[src/rtl/sbus_axi_bridge_pkg.sv]
// Shared types and constants for the sbus-to-AXI3 bridge.
// Holds the FSM state encoding, AXI burst/cache codes and default IDs.
package sbus_axi_bridge_pkg;

    typedef enum logic [2:0] {
        IDLE,
        RD_A,
        RD_R,
        WR_A,
        WR_B,
        DONE
    } state_e;

    localparam logic [1:0] INCR      = 2'b01;
    localparam logic [3:0] CACHE_UC  = 4'b0000;
    localparam logic [3:0] CACHE_WB  = 4'b1111;
    localparam logic [3:0] ID_I_DEF  = 4'd0;
    localparam logic [3:0] ID_D_DEF  = 4'd1;
    localparam logic [2:0] SIZE_WORD = 3'd2;

endpackage

[src/rtl/sbus_axi_bridge_if.sv]
// AXI3 single-port bundle between the bridge (master) and memory/interconnect (slave).
// Plain signal bundle; handshakes are standard AXI valid/ready.
interface sbus_axi_bridge_if;

    logic [3:0]  arid;
    logic [31:0] araddr;
    logic [3:0]  arlen;
    logic [2:0]  arsize;
    logic [1:0]  arburst;
    logic [3:0]  arcache;
    logic        arvalid;
    logic        arready;

    logic [3:0]  rid;
    logic [31:0] rdata;
    logic [1:0]  rresp;
    logic        rlast;
    logic        rvalid;
    logic        rready;

    logic [3:0]  awid;
    logic [31:0] awaddr;
    logic [3:0]  awlen;
    logic [2:0]  awsize;
    logic [1:0]  awburst;
    logic [3:0]  awcache;
    logic        awvalid;
    logic        awready;

    logic [3:0]  wid;
    logic [31:0] wdata;
    logic [3:0]  wstrb;
    logic        wlast;
    logic        wvalid;
    logic        wready;

    logic [3:0]  bid;
    logic [1:0]  bresp;
    logic        bvalid;
    logic        bready;

    modport master (
        output arid, araddr, arlen, arsize, arburst, arcache, arvalid,
        input  arready,
        input  rid, rdata, rresp, rlast, rvalid,
        output rready,
        output awid, awaddr, awlen, awsize, awburst, awcache, awvalid,
        input  awready,
        output wid, wdata, wstrb, wlast, wvalid,
        input  wready,
        input  bid, bresp, bvalid,
        output bready
    );

    modport slave (
        input  arid, araddr, arlen, arsize, arburst, arcache, arvalid,
        output arready,
        output rid, rdata, rresp, rlast, rvalid,
        input  rready,
        input  awid, awaddr, awlen, awsize, awburst, awcache, awvalid,
        output awready,
        input  wid, wdata, wstrb, wlast, wvalid,
        output wready,
        output bid, bresp, bvalid,
        input  bready
    );

endinterface

[src/rtl/sbus_axi_bridge.sv]
// Merges ibus/dbus single-word sbus requests onto one AXI3 master; dbus has priority.
// Latency: >=4 cycles per transfer (IDLE, addr, resp, DONE); SBUS_AXI_POSTED_WR_EN releases writes before B.
// Backpressure: each bus stalls (en & ~done) until its transfer completes; AXI channels wait on ready.
module sbus_axi_bridge
    import sbus_axi_bridge_pkg::*;
#(
    parameter logic [3:0] ID_I = ID_I_DEF,
    parameter logic [3:0] ID_D = ID_D_DEF
) (
    input  logic                clk,
    input  logic                rst,
    input  logic                ibus_en,
    input  logic [31:0]         ibus_addr,
    output logic [31:0]         ibus_rdata,
    output logic                ibus_stall,
    input  logic                dbus_en,
    input  logic [3:0]          dbus_wen,
    input  logic [1:0]          dbus_size,
    input  logic [31:0]         dbus_addr,
    input  logic [31:0]         dbus_wdata,
    output logic [31:0]         dbus_rdata,
    output logic                dbus_stall,
    input  logic                no_dcache,
    sbus_axi_bridge_if.master   axi
);

    state_e      state_q, state_d;
    logic        owner_q, owner_d;      // 1 = dbus owns the current transfer
    logic [31:0] addr_q, addr_d;
    logic [1:0]  size_q, size_d;
    logic [3:0]  wen_q, wen_d;
    logic [31:0] wdata_q, wdata_d;
    logic        uc_q, uc_d;
    logic        aw_ok_q, aw_ok_d;
    logic        w_ok_q, w_ok_d;
    logic        i_done_q, i_done_d;
    logic        d_done_q, d_done_d;
    logic [31:0] i_rdata_q, i_rdata_d;
    logic [31:0] d_rdata_q, d_rdata_d;

    always_comb begin
        state_d   = state_q;
        owner_d   = owner_q;
        addr_d    = addr_q;
        size_d    = size_q;
        wen_d     = wen_q;
        wdata_d   = wdata_q;
        uc_d      = uc_q;
        aw_ok_d   = aw_ok_q;
        w_ok_d    = w_ok_q;
        i_done_d  = 1'b0;
        d_done_d  = 1'b0;
        i_rdata_d = i_rdata_q;
        d_rdata_d = d_rdata_q;
        case (state_q)
            IDLE: begin
                aw_ok_d = 1'b0;
                w_ok_d  = 1'b0;
                if (dbus_en) begin
                    owner_d = 1'b1;
                    addr_d  = dbus_addr;
                    size_d  = dbus_size;
                    wen_d   = dbus_wen;
                    wdata_d = dbus_wdata;
                    uc_d    = no_dcache;
                    state_d = (dbus_wen != 4'b0000) ? WR_A : RD_A;
                end else if (ibus_en) begin
                    owner_d = 1'b0;
                    addr_d  = ibus_addr;
                    size_d  = SIZE_WORD[1:0];
                    wen_d   = 4'b0000;
                    uc_d    = 1'b0;
                    state_d = RD_A;
                end
            end
            RD_A: begin
                if (axi.arready) state_d = RD_R;
            end
            RD_R: begin
                if (axi.rvalid && axi.rlast) begin
                    if (owner_q) begin
                        d_rdata_d = axi.rdata;
                        d_done_d  = 1'b1;
                    end else begin
                        i_rdata_d = axi.rdata;
                        i_done_d  = 1'b1;
                    end
                    state_d = DONE;
                end
            end
            WR_A: begin
                // AW and W are tracked separately so either may be accepted first.
                aw_ok_d = aw_ok_q | axi.awready;
                w_ok_d  = w_ok_q | axi.wready;
                if (aw_ok_d && w_ok_d) begin
                    state_d = WR_B;
`ifdef SBUS_AXI_POSTED_WR_EN
                    d_done_d = 1'b1;
`endif
                end
            end
            WR_B: begin
                if (axi.bvalid) begin
                    state_d = DONE;
`ifdef SBUS_AXI_POSTED_WR_EN
                    d_done_d = 1'b0;
`else
                    d_done_d = 1'b1;
`endif
                end
            end
            DONE:    state_d = IDLE;
            default: state_d = IDLE;
        endcase
    end

    always_ff @(posedge clk or negedge rst) begin
        if (!rst) begin
            state_q   <= IDLE;
            owner_q   <= 1'b0;
            addr_q    <= '0;
            size_q    <= '0;
            wen_q     <= '0;
            wdata_q   <= '0;
            uc_q      <= 1'b0;
            aw_ok_q   <= 1'b0;
            w_ok_q    <= 1'b0;
            i_done_q  <= 1'b0;
            d_done_q  <= 1'b0;
            i_rdata_q <= '0;
            d_rdata_q <= '0;
        end else begin
            state_q   <= state_d;
            owner_q   <= owner_d;
            addr_q    <= addr_d;
            size_q    <= size_d;
            wen_q     <= wen_d;
            wdata_q   <= wdata_d;
            uc_q      <= uc_d;
            aw_ok_q   <= aw_ok_d;
            w_ok_q    <= w_ok_d;
            i_done_q  <= i_done_d;
            d_done_q  <= d_done_d;
            i_rdata_q <= i_rdata_d;
            d_rdata_q <= d_rdata_d;
        end
    end

    logic [3:0] cache;
    assign cache = (owner_q && uc_q) ? CACHE_UC : CACHE_WB;

    assign axi.arvalid = (state_q == RD_A);
    assign axi.araddr  = addr_q;
    assign axi.arid    = owner_q ? ID_D : ID_I;
    assign axi.arlen   = 4'd0;
    assign axi.arsize  = {1'b0, size_q};
    assign axi.arburst = INCR;
    assign axi.arcache = cache;
    assign axi.rready  = (state_q == RD_R);

    assign axi.awvalid = (state_q == WR_A) && !aw_ok_q;
    assign axi.awaddr  = addr_q;
    assign axi.awid    = ID_D;
    assign axi.awlen   = 4'd0;
    assign axi.awsize  = SIZE_WORD;
    assign axi.awburst = INCR;
    assign axi.awcache = cache;
    assign axi.wvalid  = (state_q == WR_A) && !w_ok_q;
    assign axi.wid     = ID_D;
    assign axi.wdata   = wdata_q;
    assign axi.wstrb   = wen_q;
    assign axi.wlast   = 1'b1;
    assign axi.bready  = (state_q == WR_B);

    assign ibus_stall = ibus_en & ~i_done_q;
    assign dbus_stall = dbus_en & ~d_done_q;
    assign ibus_rdata = i_rdata_q;
    assign dbus_rdata = d_rdata_q;

    // Single outstanding transfer, so response IDs and status carry no information here.
    logic unused_resp;
    assign unused_resp = ^{axi.rid, axi.rresp, axi.bid, axi.bresp};

endmodule

[src/flat_wrapper.sv]
// flat-port wrapper written by rule: the top's interface ports become plain ports
module sbus_axi_bridge_flat import sbus_axi_bridge_pkg::*;
#(
    parameter logic [3:0] ID_I = ID_I_DEF,
    parameter logic [3:0] ID_D = ID_D_DEF
)
  (clk, rst, ibus_en, ibus_addr, ibus_rdata, ibus_stall, dbus_en, dbus_wen, dbus_size, dbus_addr, dbus_wdata, dbus_rdata, dbus_stall, no_dcache, axi_arid, axi_araddr, axi_arlen, axi_arsize, axi_arburst, axi_arcache, axi_arvalid, axi_arready, axi_rid, axi_rdata, axi_rresp, axi_rlast, axi_rvalid, axi_rready, axi_awid, axi_awaddr, axi_awlen, axi_awsize, axi_awburst, axi_awcache, axi_awvalid, axi_awready, axi_wid, axi_wdata, axi_wstrb, axi_wlast, axi_wvalid, axi_wready, axi_bid, axi_bresp, axi_bvalid, axi_bready);
  sbus_axi_bridge_if axi_i ();
  input  logic clk;
  input  logic rst;
  input  logic ibus_en;
  input  logic [31:0] ibus_addr;
  output logic [31:0] ibus_rdata;
  output logic ibus_stall;
  input  logic dbus_en;
  input  logic [3:0] dbus_wen;
  input  logic [1:0] dbus_size;
  input  logic [31:0] dbus_addr;
  input  logic [31:0] dbus_wdata;
  output logic [31:0] dbus_rdata;
  output logic dbus_stall;
  input  logic no_dcache;
  output wire logic [$bits(axi_i.arid)-1:0] axi_arid;
  output wire logic [$bits(axi_i.araddr)-1:0] axi_araddr;
  output wire logic [$bits(axi_i.arlen)-1:0] axi_arlen;
  output wire logic [$bits(axi_i.arsize)-1:0] axi_arsize;
  output wire logic [$bits(axi_i.arburst)-1:0] axi_arburst;
  output wire logic [$bits(axi_i.arcache)-1:0] axi_arcache;
  output wire logic [$bits(axi_i.arvalid)-1:0] axi_arvalid;
  input wire logic [$bits(axi_i.arready)-1:0] axi_arready;
  input wire logic [$bits(axi_i.rid)-1:0] axi_rid;
  input wire logic [$bits(axi_i.rdata)-1:0] axi_rdata;
  input wire logic [$bits(axi_i.rresp)-1:0] axi_rresp;
  input wire logic [$bits(axi_i.rlast)-1:0] axi_rlast;
  input wire logic [$bits(axi_i.rvalid)-1:0] axi_rvalid;
  output wire logic [$bits(axi_i.rready)-1:0] axi_rready;
  output wire logic [$bits(axi_i.awid)-1:0] axi_awid;
  output wire logic [$bits(axi_i.awaddr)-1:0] axi_awaddr;
  output wire logic [$bits(axi_i.awlen)-1:0] axi_awlen;
  output wire logic [$bits(axi_i.awsize)-1:0] axi_awsize;
  output wire logic [$bits(axi_i.awburst)-1:0] axi_awburst;
  output wire logic [$bits(axi_i.awcache)-1:0] axi_awcache;
  output wire logic [$bits(axi_i.awvalid)-1:0] axi_awvalid;
  input wire logic [$bits(axi_i.awready)-1:0] axi_awready;
  output wire logic [$bits(axi_i.wid)-1:0] axi_wid;
  output wire logic [$bits(axi_i.wdata)-1:0] axi_wdata;
  output wire logic [$bits(axi_i.wstrb)-1:0] axi_wstrb;
  output wire logic [$bits(axi_i.wlast)-1:0] axi_wlast;
  output wire logic [$bits(axi_i.wvalid)-1:0] axi_wvalid;
  input wire logic [$bits(axi_i.wready)-1:0] axi_wready;
  input wire logic [$bits(axi_i.bid)-1:0] axi_bid;
  input wire logic [$bits(axi_i.bresp)-1:0] axi_bresp;
  input wire logic [$bits(axi_i.bvalid)-1:0] axi_bvalid;
  output wire logic [$bits(axi_i.bready)-1:0] axi_bready;
  assign axi_arid = axi_i.arid;
  assign axi_araddr = axi_i.araddr;
  assign axi_arlen = axi_i.arlen;
  assign axi_arsize = axi_i.arsize;
  assign axi_arburst = axi_i.arburst;
  assign axi_arcache = axi_i.arcache;
  assign axi_arvalid = axi_i.arvalid;
  assign axi_i.arready = axi_arready;
  assign axi_i.rid = axi_rid;
  assign axi_i.rdata = axi_rdata;
  assign axi_i.rresp = axi_rresp;
  assign axi_i.rlast = axi_rlast;
  assign axi_i.rvalid = axi_rvalid;
  assign axi_rready = axi_i.rready;
  assign axi_awid = axi_i.awid;
  assign axi_awaddr = axi_i.awaddr;
  assign axi_awlen = axi_i.awlen;
  assign axi_awsize = axi_i.awsize;
  assign axi_awburst = axi_i.awburst;
  assign axi_awcache = axi_i.awcache;
  assign axi_awvalid = axi_i.awvalid;
  assign axi_i.awready = axi_awready;
  assign axi_wid = axi_i.wid;
  assign axi_wdata = axi_i.wdata;
  assign axi_wstrb = axi_i.wstrb;
  assign axi_wlast = axi_i.wlast;
  assign axi_wvalid = axi_i.wvalid;
  assign axi_i.wready = axi_wready;
  assign axi_i.bid = axi_bid;
  assign axi_i.bresp = axi_bresp;
  assign axi_i.bvalid = axi_bvalid;
  assign axi_bready = axi_i.bready;
  sbus_axi_bridge #(.ID_I(ID_I), .ID_D(ID_D)) u_core (.clk(clk), .rst(rst), .ibus_en(ibus_en), .ibus_addr(ibus_addr), .ibus_rdata(ibus_rdata), .ibus_stall(ibus_stall), .dbus_en(dbus_en), .dbus_wen(dbus_wen), .dbus_size(dbus_size), .dbus_addr(dbus_addr), .dbus_wdata(dbus_wdata), .dbus_rdata(dbus_rdata), .dbus_stall(dbus_stall), .no_dcache(no_dcache), .axi(axi_i));
endmodule
[config.mk]
export PLATFORM = sky130hd
export DESIGN_NAME = sbus_axi_bridge_flat
export DESIGN_NICKNAME = d
export VERILOG_FILES = /design/src/rtl/sbus_axi_bridge_pkg.sv /design/src/rtl/sbus_axi_bridge_if.sv /design/src/rtl/sbus_axi_bridge.sv /design/src/flat_wrapper.sv
export SDC_FILE = /design/constraint.sdc
export NUM_CORES = 1
export LEC_CHECK = 0
export ABC_AREA = 1
export CORE_AREA = 2 2 143 145
export CTS_CLUSTER_DIAMETER = 120
export DETAILED_ROUTE_END_ITERATION = 6
export DIE_AREA = 0 0 145 147
export GPL_TIMING_DRIVEN = 0
export HOLD_SLACK_MARGIN = 0.15
export PLACE_DENSITY_LB_ADDON = 0.2
export REMOVE_ABC_BUFFERS = 1
export SLEW_MARGIN = 20
export SYNTH_ARGS = -nofsm -noshare
export SYNTH_HDL_FRONTEND = slang
export SYNTH_SLANG_ARGS = --single-unit
[constraint.sdc]
create_clock -name clk -period 1.6 [get_ports clk]
set_clock_uncertainty 0.1 [all_clocks]
set_input_delay 0.32 -clock clk [delete_from_list [all_inputs] [get_ports clk]]
set_output_delay 0.32 -clock clk [all_outputs]
set_load 0.1 [all_outputs]
### Yosys cells after proc, flatten, opt, wreduce, memory -nomap -nowiden

Index checks and enable logic that the tools add are counted.

| storage, ports and cells | value |
|---|---|
| register bits | 143 |
| latch bits | 0 |
| bits in writable memories | 0 |
| bits in read-only memories | 0 |
| input bits | 157 |
| memories | 0 |

| cells by class | value |
|---|---|
| $add $sub $neg | 0 |
| multiply operators | 0 |
| divide/modulo/power cells | 0 |
| $lt $le $gt $ge | 0 |
| equality and inequality tests | 9 |
| shift-type cells | 0 |
| mux-type cells | 28 |
| bitwise operators | 7 |
| reductions and logical operators | 16 |

Operators by type and width:

| cell | number |
|---|---|
| 2-to-1 mux 32 bit | 2 |
| 2-to-1 mux 3 bit | 6 |
| one-hot mux 3 bit (5 select lines) | 1 |
| 2-to-1 mux 4 bit | 3 |
| 2-to-1 mux 1 bit | 10 |
| == test 3 x 2 -> 1 bit, second input constant | 2 |
| 2-to-1 mux 2 bit | 3 |
| inequality test 2 x 1 -> 1 bit, second input constant | 3 |
| one-hot mux 1 bit (2 select lines) | 3 |
| AND reduction 3 bit | 2 |
| logical AND 1 bit | 5 |
| AND reduction 5 bit | 1 |
| AND reduction 2 bit | 2 |
| nonzero test 2 bit | 2 |
| nonzero test 4 bit | 1 |
| == test 3 x 1 -> 1 bit, second input constant | 1 |
| == test 3 bit, second input constant | 1 |
| zero test 3 bit | 1 |
| inequality test 3 bit, second input constant | 1 |
| inverter 1 bit | 3 |
| AND 1 bit | 2 |
| zero test 1 bit | 2 |
| inequality test 2 bit, second input constant | 1 |
| bitwise OR 1 bit | 2 |

### Longest topological paths before layout

Gate-level depths: netlist of the first run.

| logic depth | value |
|---|---|
| depth after elaboration | 4 |
| mapped depth | 8 |
| mapped depth without buffers | 8 |

### Least setup slack after synthesis of the first run

Ideal clock, no wire load.

| path | value |
|---|---|
| path type | register -> register |
| start | reg u_core.state_q[0] |
| end | reg u_core.state_q[0] |
| arrival time | 3161 ps |
| required time | 1379 ps |
| setup slack | -1782 ps |
| cell stages (with the launch flop) | 7 |
| clock period less this slack | 3382 ps |
| cells stage by stage | dfrtp_1 > nor3_1 > nand2_1 > nand2_1 > nor2_1 > nand2_1 > nand2_1 |

| on the way | value |
|---|---|
| word-level cells in the longest chain between the ends | 3 |

Ends and longest elaborated chain:

| what | line | RTL |
|---|---|---|
| start: declaration | sbus_axi_bridge.sv:27 | `state_e state_q, state_d;` |
| start signal: assignment | sbus_axi_bridge.sv:133 | `state_q <= state_d;` |
| == test 3 bit (*) | n/a |  |
| via axi_bready | flat_wrapper.sv:54 | `output wire logic [$bits(axi_i.bready)-1:0] axi_bready;` |
| inequality test 2 bit (no source line) | n/a |  |
| AND reduction 5 bit (no source line) | n/a |  |

The timed path passes the listed nets; every way through them passes the cells marked *.
A chain may end at the register's enable or synchronous reset.

### Final worst setup path of the first run

| path | value |
|---|---|
| start | reg u_core.state_q[2] |
| end | out axi_bready |

| on the way | value |
|---|---|
| word-level cells in the longest chain between the ends | 1 |

Ends and longest elaborated chain:

| what | line | RTL |
|---|---|---|
| == test 3 bit | sbus_axi_bridge.sv:173 | `assign axi.bready = (state_q == WR_B);` |
| end: declaration | flat_wrapper.sv:54 |  |

No other way between the ends.

==> out/summary.txt, run 1 <==
Vias per cell -> 4.572
Largest net degree at the start of global routing -> 89
Insertion delay to the later sink of the worst-skew pair -> 420 ps
Reg2reg end -> u_core.axi.araddr[14]
Grt ovf -> 0
Routed Antenna Nets -> 0
I/O Pins -> 367
Max frequency -> 0.5371 GHz
Total track usage -> 19.17%
Max cap viols -> 0
Hpwl dp -> 13.45 mm
Initial drt markers -> 294
Synth top area share -> 53.12%
Reg area -> 3590 um^2
Mapped Area -> 6736 um^2
Fillers -> 1645
Crit path capture type -> output pin
Total number of vias -> 6131
TNS Setup -> -12930 ps
Final setup margin -> -261.9 ps
Fin crit share -> 116.4%
1st-pass router iterations -> 4
Post-synth ARST share -> 100.0%
Hold Path Class -> input port to flip-flop
Initial Util -> 33.95%
Area of the multi-input gates -> 3183 um^2
Failing checks -> negative setup slack
Post-synthesis cell count -> 713
Slew headroom -> 52.79%
First-pass GRT wire length -> 31.97 mm
Final setup fails -> 150
DRC viols -> 0
Synth area leaders -> dfrtp_1, nand2_1, buf_4, o31ai_2, o21ai_2
Die Height -> 147 um
Root Buffer -> clkbuf_16
Maximum fanout along the worst path -> 5
Port Buf Inserts -> 326
Largest buffer count on any clock path -> 2
Routability Congestion -> 0.7629
CTS Buf Count -> 17
Register bit total from synthesis -> 143
Critical Path AT -> 1440 ps
Initial antenna violation count -> 0
CP Class -> flip-flop to output pin
R2R Setup Slk -> -220 ps
TritonCTS clock tree -> built
Min Tclk post-route -> 1862 ps
Hold_sp -> dbus_en
Type of origin of the critical path -> flip-flop
Area leader, netlist -> dfrtp_1
Unrepaired setup endpoints after global routing -> yes
Nets -> 1215
Routed len/inst -> 18.50 um
Hold Path Stages -> 3
Worst-path clk slew -> 70 ps
Die Area -> 21320 um^2
Vias in the first global route -> 5622
Final Hold Fails -> 0
Worst r2r src -> u_core.state_q[0]
Die X -> 145 um
Synth Warn # -> 0
CTS H-tree depth -> 4
CTS Sinks -> 143
Core ar. -> 19840 um^2
Status -> complete, but fails checks
Fraction of layout cells with a size suffix above 1 -> 48.46%
Cell Rows -> 52
# diodes -> 0
Hold Path End -> u_core.axi.araddr[16]
Post-synthesis sequential area ratio -> 53.12%
Transition time of the tightest slew-check pin -> 708.1 ps
Yosys cell types -> 28
Avg Cell Area, Syn -> 9.448 um^2
Max Slew Vio Count -> 0
Crit path required time -> 1180 ps
Routed WL -> 24.81 mm
Post-synth EDFFs -> 0
R2R cell count -> 9
Main flop type after synthesis -> dfrtp_1
Synthesis-to-layout area growth -> 83.82%
==> per-stage QoR <==
stage / hold WS, ps / cells / cell area, um^2 / util (%) / worst slack (ps)
2_1_floorplan: -75.59 / 637 / 6062 / - / -4657
3_3_place_gp: 352.3 / 1233 / 9663 / 48.69 / -6052
3_5_place_dp: 289.7 / 1236 / 9756 / 49.16 / -1643
4_1_cts: 217.6 / 1291 / 10450 / 52.65 / -272.6
5_1_grt: 229.8 / 1341 / 12380 / 62.40 / -321.1
6_report: 236.5 / 1341 / 12380 / 62.40 / -261.9
==> per-layer routing <==
metal	share of wire (%)	vias up	global-route usage (%)
met5	0	-	0
met2	53	252	31.60
met1	38	2995	23.94
li1	-	2855	-
met4	1.7	0	5.248
met3	7.0	29	6.894
==> sequential cells by signal (all words and copies together) (netlist names) <==
name	flops
u_core.state_q	3
u_core.axi.wdata	32
u_core.size_q	2
u_core.axi.araddr	32
u_core.dbus_rdata	32
u_core.aw_ok_q	1
u_core.uc_q	1
u_core.axi.wstrb	4
u_core.ibus_rdata	32
u_core.owner_q	1
u_core.i_done_q	1
u_core.w_ok_q	1
u_core.d_done_q	1
==> placed cells by master, fill, tap and decap left out, drive strengths merged, types with 2 or more instances in the layout <==
cell type and count:
inv 69, o21ai 70, clkdlybuf4s50 141, dfrtp 143
bufinv 2, a21oi 3, conb 28, clkinvlp 3
a22o 3, nand3 9, o31ai 32, nand2 217
buf 230, clkinv 11, nor2 76, clkbuf 28
==> layout make-up <==
cell class,instances,share of cell area (%)
Tap cell,270,2.728
Timing Repair Buffer,383,33.56
Timing Repair inverter,16,2.213
Sequential cell,143,28.99
Inverter,55,2.081
Clock buffer,18,3.466
Clock inverter,14,1.263
Multi-Input combinational cell,442,25.70
==> critical path, cell delays in order (launching register included) <==
cell,delay [ps]
dfrtp_2,480
inv_2,70
nor3_4,250
buf_12,210
==> synthesized netlist by cell type, types with 4 or more instances <==
master and n:
buf_2 10, buf_4 68, buf_6 16, clkbuf_1 6, dfrtp_1 143, inv_1 51
inv_2 4, nand2_1 215, nand3_1 5, nor2_1 72, o21ai_0 15, o21ai_1 10
o21ai_2 45, o31ai_2 32
==> kinds of logic after synthesis <==
logic type             after synthesis  synth area share, %
flip-flops                         143                53.12
AND/OR/NAND/NOR                    301                17.74
other                                2               0.1115
AO/OA/AOI/OAI                      110                14.51
buffers and inverters              157                14.52
==> worst max-delay path by stage <==
stage,depth (start not counted),end,start
after floorplan,1,axi_arcache[0],u_core.owner_q
after global placement,1,u_core.axi.araddr[18],rst
after detailed placement,4,dbus_stall,dbus_en
after CTS,4,axi_arvalid,u_core.state_q[1]
after global routing,3,axi_bready,u_core.state_q[2]
final,3,axi_bready,u_core.state_q[2]
==> what timing repair did <==
| action | 4_1_cts | 5_1_grt |
|---|---|---|
| cloned | 4 | 31 |
| hold buffers | 1 | 0 |
| hold endpoints to repair | 87 | 0 |
| setup buffers | 18 | 20 |
| setup endpoints to repair | 308 | 152 |
| gates resized for setup | 1181 | 322 |
| pin swaps | 7 | 12 |
Power of run 1 is not shown: default switching activity piles up to over one toggle a cycle in this logic, so the estimate is an artifact.
==> run 2: changes to the inputs <==
--- a/config.mk
+++ b/config.mk
@@ -6,11 +6,10 @@
 export NUM_CORES = 1
 export LEC_CHECK = 0
 export ABC_AREA = 1
-export CORE_AREA = 2 2 143 145
+export CORE_ASPECT_RATIO = 0.5
+export CORE_UTILIZATION = 39
 export CTS_CLUSTER_DIAMETER = 120
 export DETAILED_ROUTE_END_ITERATION = 6
-export DIE_AREA = 0 0 145 147
-export GPL_TIMING_DRIVEN = 0
 export HOLD_SLACK_MARGIN = 0.15
 export PLACE_DENSITY_LB_ADDON = 0.2
 export REMOVE_ABC_BUFFERS = 1
==> run 2 against run 1 <==
The run still ends with negative setup slack left; sequential share of layout area fell by 2.9 points; global-route usage increased by 3.6 points; die area decreased by 16%; largest cell class unchanged; highest routed layer unchanged; flip-flop and latch count did not move; first-iteration DRC count decreased by 19%; final cell count decreased by 3.4%; critical path type is now flip-flop to flip-flop.
==> out/summary.txt, run 2 (same netlist as run 1, synthesis figures left out) <==
Type of origin of the critical path -> flip-flop
Initial Util -> 40.48% (+6.5 points)
Max Slew Vio Count -> 0 (unchanged)
Met2 routed WL -> 12.96 mm (-1.4%)
First-pass GRT wire length -> 31.56 mm (-1.3%)
Vias per cell -> 4.809 (+5.2%)
Reg2reg end -> u_core.size_q[0]
CTS Sinks -> 143 (unchanged)
R2R cell count -> 9 (unchanged)
Insertion delay to the later sink of the worst-skew pair -> 400 ps (-20 ps)
Slowest stage delay, CP -> 450 ps (-30 ps)
Port Buf Inserts -> 326 (unchanged)
1st-pass router iterations -> 5 (+1)
Die Area -> 17840 um^2 (-16%)
Initial drt markers -> 238 (-19%)
Fillers -> 869 (-47%)
Crit path cell chain -> buf_6 -> nor2_4 -> buf_6 -> buf_6 -> nand2_8 -> nor2_4 -> clkinv_4 -> buf_8 -> a22o_1
Routability Congestion -> 0.8069 (+5.8%)
Failing checks -> negative setup slack
Fraction of layout cells with a size suffix above 1 -> 45.08% (-3.4 points)
WL met3 -> 1.098 mm (-37%)
Most frequent cells in the layout -> buf_12, clkdlybuf4s50_1, dfrtp_1
Routed len/inst -> 18.70 um (+1.1%)
Vias in the first global route -> 6082 (+8.2%)
Final Hold Fails -> 0 (unchanged)
Met1 wire length -> 9.533 mm (+0.43%)
Crit path top cell by count -> buf_6
Unrepaired setup endpoints after global routing -> yes
Root Buffer -> clkbuf_16
Leading cell type in the layout, fill and taps excluded -> buf_12
Initial antenna violation count -> 0 (unchanged)
Maximum fanout along the worst path -> 8 (+3)
Hold Path Class -> input port to async pin
Max cap viols -> 0 (unchanged)
Grt ovf -> 0 (unchanged)
Synthesis-to-layout area growth -> 104.0%
Worst-path clk slew -> 60 ps (about the same)
CP max stage cell -> dfrtp_2
Status -> complete, but fails checks
Min Tclk post-route -> 1931 ps (+69.07 ps)
R2R Setup Slk -> -330 ps (-110 ps)
Crit path required time -> 1790 ps (+610 ps)
Total track usage -> 22.73% (+3.6 points)
TritonCTS clock tree -> built
Fin crit share -> 120.7% (+4.3 points)
CTS H-tree depth -> 4 (unchanged)
Die X -> 187.9 um (+30%)
CTS Buf Count -> 17 (unchanged)
Total number of vias -> 6228 (+1.6%)
Routed WL -> 24.22 mm (-2.4%)
CP Class -> flip-flop to flip-flop
Crit path max-delay family -> buffers and inverters
Largest net degree at the start of global routing -> 41 (-54%)
Worst r2r src -> u_core.state_q[2]
Core ar. -> 16640 um^2 (-16%)
DRC viols -> 0 (unchanged)
Worst path buffer plus inverter count -> 5 (+3)
Die Height -> 94.94 um (-35%)
Final setup margin -> -331.0 ps (-69.07 ps)
Final setup fails -> 153 (+2.0%)
Routed Antenna Nets -> 0 (unchanged)
Largest buffer count on any clock path -> 2 (unchanged)
Cell Rows -> 33 (-37%)
TNS Setup -> -30780 ps (-17850 ps)
Max frequency -> 0.5179 GHz (-3.6%)
Top Metal Used -> met4
Crit path capture type -> flip-flop
Hpwl dp -> 14.82 mm (+10%)
Critical Path AT -> 2120 ps (+680 ps)
Nets -> 1211 (-0.33%)
I/O Pins -> 367 (unchanged)
[run 2: cell count changes in the layout (fill, tap and decap cells not counted), sizes merged]
cell      change
buf          +11
bufinv        +1
clkbuf        +3
clkinv       -10
clkinvlp      +1
diode         +1
inv           -8
nand3         -1
nor2          -1
[run 2: worst max-delay path by stage]
| stage | startpoint | endpoint | slack, ps | cells after the start |
|---|---|---|---|---|
| finish | u_core.state_q[2] | u_core.size_q[0] | -330 | 9 |
| global route | u_core.state_q[2] | u_core.axi.araddr[22] | -390 | 9 |
| CTS | u_core.state_q[0] | axi_bready | -220 | 4 |
| detailed placement | dbus_en | u_core.axi.araddr[18] | -400 | 7 |
| global placement | dbus_en | dbus_stall | -310 | 4 |
| floorplan | u_core.owner_q | axi_arcache[0] | -4660 | 1 |
[run 2: per-stage QoR]
step | util, % | instances | cell area, um^2 | hold slack (ps) | setup WS [ps]
after floorplan | - | 637 | 6062 | -75.59 | -4657
after global placement | 70.99 | 1219 | 11810 | 69.60 | -311.1
after detailed placement | 70.99 | 1219 | 11810 | 66.52 | -403.4
after CTS | 76.18 | 1266 | 12680 | 214.8 | -223.0
after global routing | 82.59 | 1294 | 13740 | 224.4 | -392.2
final | 82.60 | 1295 | 13740 | 223.5 | -331.0
[run 2: per-layer routing]
metal,global-route usage [%],vias to the layer above
met5,0,-
met4,8.943,0
met3,5.388,50
met2,42.47,247
met1,25.40,3085
li1,-,2846
[run 2: what timing repair did]
item                                    in CTS  in global routing
setup buffers                               13                 11
pin swaps                                    3                 18
resized for setup                           41                167
gates cloned                                 1                 17
hold endpoints to repair                   143                  0
endpoints found under the setup margin      16                152
hold buffers                                 1                  0
[run 2: area by class of cell]
| class | count | area [um^2] | share of cell area, % |
|---|---|---|---|
| sequential | 143 | 3583 | 26.07 |
| clock inverter | 13 | 175.2 | 1.274 |
| antenna | 1 | 2.502 | 0.01821 |
| multi-input combinational | 440 | 2905 | 21.14 |
| timing repair inverter | 1 | 11.26 | 0.08193 |
| inverter | 55 | 224.0 | 1.630 |
| clock buffer | 19 | 452.9 | 3.295 |
| timing repair buffer | 396 | 6106 | 44.42 |
| tap | 227 | 284.0 | 2.066 |
Power of run 2 is left out for the same reason.
==> run 3: changes to the inputs <==
--- a/config.mk
+++ b/config.mk
@@ -7,7 +7,7 @@
 export LEC_CHECK = 0
 export ABC_AREA = 1
 export CORE_ASPECT_RATIO = 0.5
-export CORE_UTILIZATION = 39
+export CORE_UTILIZATION = 42
 export CTS_CLUSTER_DIAMETER = 120
 export DETAILED_ROUTE_END_ITERATION = 6
 export HOLD_SLACK_MARGIN = 0.15
==> constraint.sdc (replaced) <==
create_clock -name clk -period 2.5 [get_ports clk]
set_clock_uncertainty 0.1 [all_clocks]
set_input_delay 0.5 -clock clk [delete_from_list [all_inputs] [get_ports clk]]
set_output_delay 0.5 -clock clk [all_outputs]
set_load 0.1 [all_outputs]
==> run 3 against run 2 <==
The run now ends clean; non-clock buffer count down 59; flip-flop and latch count unchanged; register-to-register slack better by 1100 ps; critical path depth down 7; global-route usage down 1.1 points; sequential share of layout area up 9.8 points; clock-buffer cell count down 2; via count down 12%; worst setup slack better by 610 ps; critical path type is now flip-flop to output pin.
==> out/summary.txt, run 3 (same netlist as run 1, synthesis figures left out) <==
Grt ovf -> 0 (unchanged)
Final Cell Area -> 9986 um^2 (-27%)
Max frequency -> 0.4499 GHz
R2R Setup Slk -> 750 ps (+1080 ps)
Hold Path Class -> flip-flop to flip-flop
Die Height -> 91.55 um (-3.6%)
Status -> finished clean
Routed WL -> 17.44 mm (-28%)
Total track usage -> 21.63% (-1.1 points)
CTS Sinks -> 143 (unchanged)
Port Buf Inserts -> 326 (unchanged)
Initial antenna violation count -> 0 (unchanged)
Fillers -> 1270 (+46%)
I/O Pins -> 367 (unchanged)
Placed instance area -> 9364 um^2 (-21%)
Nets -> 1150 (-5.0%)
Final Hold Fails -> 0 (unchanged)
Unrepaired setup endpoints after global routing -> no
Worst r2r src -> u_core.state_q[0]
# Post-CTS Setup Buffers -> 0 (-13)
Met1 track demand over resource -> 27.76% (+2.4 points)
Crit path required time -> 1900 ps (+110 ps)
Hpwl dp -> 12.64 mm (-15%)
Critical Path AT -> 1620 ps (-500 ps)
# diodes -> 0 (-1)
Vias in the first global route -> 5407 (-11%)
Fraction of layout cells with a size suffix above 1 -> 30.98% (-14 points)
CP max stage cell -> nor3_1
Insertion delay to the later sink of the worst-skew pair -> 400 ps (about the same)
Maximum fanout along the worst path -> 7 (-1)
Most frequent cells in the layout -> nand2_1, buf_4, clkdlybuf4s50_1, dfrtp_1, nor2_1
Hold Path End -> u_core.axi.wdata[12]
Routed len/inst -> 14.43 um (-23%)
Hold Path Stages -> 2
DRC viols -> 0 (unchanged)
Reg2reg end -> u_core.size_q[1]
TritonCTS clock tree -> built
Max Slew Vio Count -> 0 (unchanged)
Met2 GRT Util -> 36.51% (-6.0 points)
Synthesis-to-layout area growth -> 48.24%
Min Tclk post-route -> 2223 ps
Final core occ -> 64.28% (-18 points)
Largest net degree at the start of global routing -> 66 (+61%)
Routability Congestion -> 0.7914 (-1.9%)
Routed Antenna Nets -> 0 (unchanged)
Die Area -> 16580 um^2 (-7.0%)
Fin crit share -> 88.91%
First-pass GRT wire length -> 28.15 mm (-11%)
Leading cell type in the layout, fill and taps excluded -> nand2_1
Transition time of the tightest slew-check pin -> 590.2 ps
Worst-path clk slew -> 60 ps (about the same)
CTS Buf Count -> 17 (unchanged)
Cell Rows -> 32 (-3.0%)
Final setup fails -> 0 (-100%)
Initial Util -> 43.36% (+2.9 points)
TNS Setup -> 0 ps (+30780 ps)
Root Buffer -> clkbuf_16
Largest buffer count on any clock path -> 2 (unchanged)
Worst path buffer plus inverter count -> 1 (-4)
Initial drt markers -> 177 (-26%)
Gr busiest metal -> met2
Slew headroom -> 60.59%
Total number of vias -> 5471 (-12%)
CP Class -> flip-flop to output pin
Hold_sp -> u_core.axi.wdata[12]
Crit path cell chain -> nor3_1 -> buf_12
Max cap viols -> 0 (unchanged)
Slowest stage delay, CP -> 510 ps (+60 ps)
R2R cell count -> 5 (-4)
Vias per cell -> 4.529 (-5.8%)
CTS H-tree depth -> 4 (unchanged)
Met3 GRT Util -> 4.212% (-1.2 points)
Crit path capture type -> output pin
Die X -> 181.1 um (-3.6%)
Type of origin of the critical path -> flip-flop
Core ar. -> 15530 um^2 (-6.6%)
Crit path max-delay family -> simple AND/OR/NAND/NOR gates
1st-pass router iterations -> 4 (-1)
[run 3: worst max path at each step]
stage | slack, ps | startpoint | to | cells past startpoint
2_1_floorplan | -3940 | u_core.owner_q | axi_arcache[0] | 1
3_3_place_gp | 280 | dbus_en | u_core.size_q[1] | 5
3_5_place_dp | 280 | dbus_en | u_core.size_q[1] | 5
4_1_cts | 250 | u_core.state_q[0] | axi_bready | 2
5_1_grt | 160 | u_core.state_q[0] | axi_wvalid | 5
6_report | 280 | u_core.state_q[0] | axi_bready | 2
[run 3: area by class of cell]
type | count | area [um^2] | share of cell area (%)
Sequential cell | 143 | 3578 | 35.84
Timing Repair Buffer | 337 | 3057 | 30.61
Multi-Input combinational cell | 439 | 2277 | 22.80
Clock buffer | 17 | 425.4 | 4.260
Tap cell | 204 | 255.2 | 2.556
Inverter | 55 | 206.4 | 2.067
Clock inverter | 13 | 186.4 | 1.867
[run 3: worst min-delay path, delay by kind of cell, from the launching register on]
kind / cells / cell delay, ps
flip-flops: 1 / 340
AND/OR/NAND/NOR: 2 / 100
[run 3: routing by layer]
metal | wire [um] | share of wire [%] | vias up
met5 | 0 | 0 | -
met4 | 381 | 2.2 | 0
met3 | 726 | 4.2 | 32
met2 | 8870 | 51 | 175
met1 | 7456 | 43 | 2561
li1 | - | - | 2703
[run 3: metrics by stage]
step	hold WS, ps	setup slack (ps)	instances
3_5_place_dp	359.8	280.5	1177
2_1_floorplan	104.4	-3937	637
6_report	371.0	277.3	1208
3_3_place_gp	356.3	275.3	1177
4_1_cts	375.9	254.2	1208
5_1_grt	391.8	157.4	1208
[run 3: repair_timing]
action | CTS | global route
endpoints found under the setup margin | 0 | 0
hold endpoints to repair | 57 | 0
hold buffers | 1 | 0
gates resized for setup | 0 | 0
Power of run 3 is left out for the same reason.
